[config.mk]
export PLATFORM = sky130hd
export DESIGN_NAME = prod_scale
export DESIGN_NICKNAME = d
export VERILOG_FILES = /design/src/rtl/prod_scale.sv
export SDC_FILE = /design/constraint.sdc
export NUM_CORES = 1
export LEC_CHECK = 0
export ABC_AREA = 1
export ABC_CLOCK_PERIOD_IN_PS = 3300
export CORE_UTILIZATION = 45
export CTS_BUF_LIST = sky130_fd_sc_hd__clkbuf_8
export DETAILED_ROUTE_END_ITERATION = 6
export PLACE_DENSITY = 0.79
export REMOVE_ABC_BUFFERS = 1
export SKIP_LAST_GASP = 1
export SLEW_MARGIN = 30
export SYNTH_ARGS = -nofsm -noshare
export SYNTH_HDL_FRONTEND = slang
export SYNTH_SLANG_ARGS = --single-unit
[constraint.sdc]
create_clock -name clk -period 3.3 [get_ports clk]
set_input_delay 0.33 -clock clk [delete_from_list [all_inputs] [get_ports clk]]
set_output_delay 0.33 -clock clk [all_outputs]
set_load 0.01 [all_outputs]
[src/rtl/prod_scale.sv]
// Product scaler: shifts the multiplier's product right by a runtime amount,
// rounds half up on the last bit shifted out, and saturates to OUT_W bits.
module prod_scale #(
  parameter int PROD_W = 64,
  parameter int OUT_W  = 32
) (
  input  logic              clk,
  input  logic              reset,
  input  logic              start,
  input  logic [PROD_W-1:0] prod,
  input  logic [5:0]        shamt,
  output logic              busy,
  output logic [OUT_W-1:0]  result,
  output logic              overflow,
  output logic              done
);

  typedef enum logic [1:0] {IDLE, SHIFT, ROUND} state_t;

  localparam logic [PROD_W:0] SAT_LIMIT = {{(PROD_W+1-OUT_W){1'b0}}, {OUT_W{1'b1}}};

  state_t            state;
  state_t            state_nx;
  logic [PROD_W-1:0] acc;
  logic [5:0]        cnt;
  logic              rbit;
  logic [PROD_W:0]   sum;

  // One extra bit so a rounding carry out of the top is seen by the saturation test
  assign sum = {1'b0, acc} + {{PROD_W{1'b0}}, rbit};

  always_comb begin
    state_nx = state;
    case (state)
      IDLE:    if (start) state_nx = (shamt != 6'd0) ? SHIFT : ROUND;
      SHIFT:   if (cnt == 6'd1) state_nx = ROUND;
      ROUND:   state_nx = IDLE;
      default: state_nx = IDLE;
    endcase
  end

  always_ff @(posedge clk) begin
    if (!reset) begin
      state    <= IDLE;
      busy     <= 1'b0;
      done     <= 1'b0;
      overflow <= 1'b0;
      result   <= '0;
      acc      <= '0;
      cnt      <= '0;
      rbit     <= 1'b0;
    end else begin
      state <= state_nx;
      busy  <= (state_nx != IDLE);
      done  <= 1'b0;
      case (state)
        IDLE: begin
          if (start) begin
            acc  <= prod;
            cnt  <= shamt;
            rbit <= 1'b0;
          end
        end
        SHIFT: begin
          rbit <= acc[0];
          acc  <= {1'b0, acc[PROD_W-1:1]};
          cnt  <= cnt - 6'd1;
        end
        ROUND: begin
          done <= 1'b1;
          if (sum > SAT_LIMIT) begin
            result   <= '1;
            overflow <= 1'b1;
          end else begin
            result   <= sum[OUT_W-1:0];
            overflow <= 1'b0;
          end
        end
        default: ;
      endcase
    end
  end

endmodule

# Word level (Yosys, flattened, before mapping)
# Cells that the tools add are included.
# Widths: inputs -> output; s select.
word_totals:
  ff_bits: 108
  inputBits: 73
  output_inout_bits: 35
  wordCells: 33
op_classes:
  n_addsub: 2
  n_lt_le_gt_ge: 1
  eq_ne: 4
  muxes: 13
  reduce_logical: 5
ops:
  columns: ["cell", "n"]
  rows:
  - ["$pmux 64 s2", 1]
  - ["$add 64x1->65", 1]
  - ["$gt 65x32->1 const B", 1]
  - ["$mux 64", 1]
  - ["$mux 32", 1]
  - ["$pmux 6 s2", 1]
  - ["$eq 6x1->1 const B", 1]
  - ["$mux 2", 3]
  - ["$mux 6", 1]
  - ["$reduce_bool 6->1", 1]
  - ["$sub 6x1->6 const B", 1]
  - ["$pmux 2 s2", 1]
  - ["$reduce_bool 2->1", 2]
  - ["$mux 1", 3]
  - ["$eq 2x1->1 const B", 1]
  - ["$eq 2x2->1 const B", 1]
  - ["$logic_not 2->1", 1]
  - ["$ne 2x2->1 const B", 1]
  - ["$pmux 1 s2", 1]
  - ["$reduce_and 2->1", 1]

# Longest topological paths before layout
depth:
  word_depth: 5
  mapped_depth: 19
  mapped_depth_nobuf: 18

# Worst setup path before layout
# OpenSTA, ideal clock, no wires.
synth_timing:
  kind: "register to register"
  from: "register acc[0]"
  to: "register result[30]"
  setup_ns: 0.109
  t_arrival_ns: 2.223
  slack_ns: 0.968
  path_stages_with_launch: 18
  path_buffers: 1
  cell_sequence: "dfxtp_1 > ha_1 > ha_1 > inv_1 > nor2_4 > nand2_4 > nor2_8 > nand2_2 > xor2_1 > inv_2 > nand2_1 > nor2_2 > nand2_2 > nor2_8 > buf_6 > nand4_1 > nand2_1 > inv_1"
synth_between:
  elab_chain_cells: 3
synth_lines:
  columns: ["item", "line", "text"]
  rows:
  - ["start: declaration", "24", "logic [PROD_W-1:0] acc;"]
  - ["start signal: assignment", "59", "acc <= prod;"]
  - ["start signal: assignment", "66", "acc <= {1'b0, acc[PROD_W-1:1]};"]
  - ["$add 64x1->65 (*)", "30", "assign sum = {1'b0, acc} + {{PROD_W{1'b0}}, rbit};"]
  - ["$gt 65x32->1", "71", "if (sum > SAT_LIMIT) begin"]
  - ["$mux 32 (*)", "71", null]
  - ["end signal: assignment", "75", "result <= sum[OUT_W-1:0];"]
  - ["end: declaration", "13", "output logic [OUT_W-1:0] result,"]
# Mark *: on every way between the ends. The rest lies on a longest branch, timed or not.
# A chain may end at the register's enable or synchronous reset.

# Worst setup path in the final report
layout_timing:
  from: "register acc[0]"
  to: "register result[8]"
# The elaborated chain is that of the path after synthesis.

==> impl_metrics.ini <==
[setup_path]
critPathLaunchType = register
cp_data_arrival_time_ps = 3210
worstPathRequired_ps = 3620
critPathKind = register to register
cp_max_fo = 15
cp-end-kind = register

[floorplanning]
start_util = 0.468
ios = 108
die_y_um = 131
fp.dieW_um = 131
dieArea_mm2 = 0.0173
coreArea_mm2 = 0.0161
placementRows = 46

[clock_tree]
cts_max_path_buffers = 2
cts.clk_slew.worst_paths_ps = 110
cts_inserted_buffers = 9
worstSkewPairLatency_ps = 400
cts-root-buf = clkbuf_8
htreeDepth = 3
cts_resized = 0
cts_setup_buffers = 0
numClockSinks = 108
cts_hold_buffers = 0
tritoncts = done

[pwr]
switching_power_mw = 1.14
power_density_mw_per_mm2 = 360
power_frac_comb = 0.242
p_leak_nw = 3.50
clkPwrFrac = 0.265
vdd_drop_max_mv = 0.291
power_frac_seq = 0.493
power.share.switching = 0.355
p_int_mw = 2.08

[global_route]
track_usage = 0.305
grt_pass1_vias = 7670
overflow = 0
antenna_found_initial = 0
grt_max_degree = 72
grt_pass1_wl_um = 41400

[synth]
syn_area_per_cell_um2 = 6.22
synth.cell_area_mm2 = 0.00753
synth_compound_area_frac = 0.109
synth_warnings = 0
synth_edf_count = 0
synth_flop_cell = dfxtp_1
synth_top_family_by_area = simple AND/OR/NAND/NOR gates
synthAdderAreaFrac = 0.00664
synthSimpleGateAreaFrac = 0.467
ys_async_sr_fraction = 0
post_synth_num_cell_types = 37
synthCells = 1212
synth-xor-area-share = 0.0418
synth-seq-cells = 108
synthMuxAreaShare = 0
yosysSeqAreaShare = 0.287

[worst_hold_path]
hold_path_class = input pin to register

[placed_design]
place_ws_ps = 426
dp_hpwl_um = 20400
gp_congestion = 1.03
post-place-cells = 1495
port_buffers = 107

[sta]
setup_viol_count_final = 0
hold_viol = 0
worstMarginPinSlew_ps = 700
skew_ps = 16.4
rsz0062_at_grt = no
fin_setup_tns_ps = 0
fmax_mhz = 345
max_slew_margin = 0.533
min_period_ps = 2900
final_min_period_over_clock_period = 0.878
slew_violations = 0
setup_slack_ps = 404

[routing]
avgRoutedWirePerCell_um = 17.2
dr.pass1.iters = 5
wl_um = 25900
vias = 8338
drc = 0
drt-vias-per-instance = 5.52
drt_iter0_markers = 799
drtAntennaViolNets = 0

[run_status]
status = finished, final reports clean

[finish]
drive_above_1_share = 0.0649
nFillCells = 1647
area_growth_pct = 18.6
fin_nets = 1367
fin_cells = 1511
n_antenna_cell = 0

[run]
cap_violations = 0
-- cell type report --
cell class              count  area, µm²  share of cell area
clock buffers               9        124              0.0139
clock inverters             7       76.3             0.00854
inverters                 118        443              0.0496
multi-input cells         935       4710               0.527
flip-flops and latches    108       2160               0.242
well taps                 216        270              0.0302
repair buffers            118       1150               0.129
-- through the flow --
| step | hold slack, ps | utilization | area (µm²) | power [mW] |
|---|---|---|---|---|
| floorplan | 428 | - | 7310 | 2.03 |
| global placement | 452 | 0.542 | 8730 | 2.37 |
| detailed placement | 467 | 0.542 | 8730 | 2.38 |
| CTS | 453 | 0.554 | 8930 | 3.21 |
| global route | 465 | 0.554 | 8930 | 3.37 |
| finish | 479 | 0.554 | 8930 | 3.22 |
-- final timing paths --
path                             start         to  slack, ps  cells after the start
worst max-delay path            acc[0]  result[8]        400                     17
worst min-delay path             reset     cnt[2]        480                      3
worst max register to register  acc[0]  result[8]        400                     17
worst min register to register    rbit       rbit        490                      2
-- placed cells by master, fill, tap and decap left out, drive strengths merged --
master           n
a211oi          24
a21oi            6
a221oi           1
a22oi            1
a31oi            2
and2             3
and3b            1
buf             12
bufinv           1
clkbuf           9
clkdlybuf4s50  106
clkinv           2
clkinvlp         2
dfxtp          108
ha               4
inv            120
nand2          296
nand3           44
nand3b           3
nand4           58
nor2           295
nor3            78
o21ai           33
o21bai           7
o221ai          40
o22ai            2
or2              1
xnor2           17
xor2            19
-- cells in the mapped netlist (2+ instances only) --
cell / n / area share
o22ai_1: 2 / 0.0017
xor2_1: 19 / 0.022
buf_1: 3 / 0.0015
nand3_1: 44 / 0.029
buf_2: 2 / 0.0013
o21bai_1: 7 / 0.0070
a211oi_1: 24 / 0.024
nand4_1: 58 / 0.048
and2_1: 3 / 0.0025
o221ai_1: 40 / 0.046
a21oi_1: 6 / 0.0040
inv_1: 115 / 0.057
nor2_4: 13 / 0.019
xnor2_1: 17 / 0.020
ha_1: 4 / 0.0066
nand2_2: 10 / 0.0083
inv_2: 2 / 0.0010
a31oi_1: 2 / 0.0017
nand2_4: 5 / 0.0075
dfxtp_1: 108 / 0.29
nor2_8: 4 / 0.011
buf_6: 4 / 0.0060
clkbuf_1: 40 / 0.020
nor3_1: 78 / 0.052
o21ai_0: 32 / 0.021
nor2_2: 17 / 0.014
nand3b_1: 3 / 0.0030
nand2_1: 281 / 0.14
nor2_1: 261 / 0.13
-- kinds of logic after synthesis --
group	count (synthesis)
simple gates	779
flops	108
fa+ha+maj	4
buf+inv	169
compound gates	116
xor+xnor	36
-- registers in the layout (all words and copies together) (netlist names) --
| name | flops |
|---|---|
| acc | 64 |
| busy | 1 |
| cnt | 6 |
| done | 1 |
| overflow | 1 |
| rbit | 1 |
| result | 32 |
| state | 2 |
-- power by group through the flow --
stage	Sequential, mW	Combinational, mW	Clock, mW
2_1_floorplan	1.56	0.473	0
3_3_place_gp	1.61	0.759	0
3_5_place_dp	1.61	0.766	0
4_1_cts	1.58	0.770	0.865
5_1_grt	1.60	0.856	0.917
6_report	1.59	0.778	0.854
-- metal layers --
metal	global-route usage	wire [µm]
met1	0.453	12400
met2	0.449	11000
met3	0.0544	1980
met4	0.0795	571
met5	0	0
-- worst max-delay path, stage by stage (launching register included) --
cell and delay, ps:
dfxtp_1 370, ha_1 210, ha_1 260, inv_1 110
nor2_4 150, nand2_4 110, nor2_4 210, nand2_4 100
nor2_4 160, nand3_1 90, nand2_1 110, nand2_1 70
nor2_1 110, nand2_1 130, nor2_4 340, nand4_1 150
nand2_1 90, inv_1 30
No activity file was read; power rests on OpenSTA's default activity.
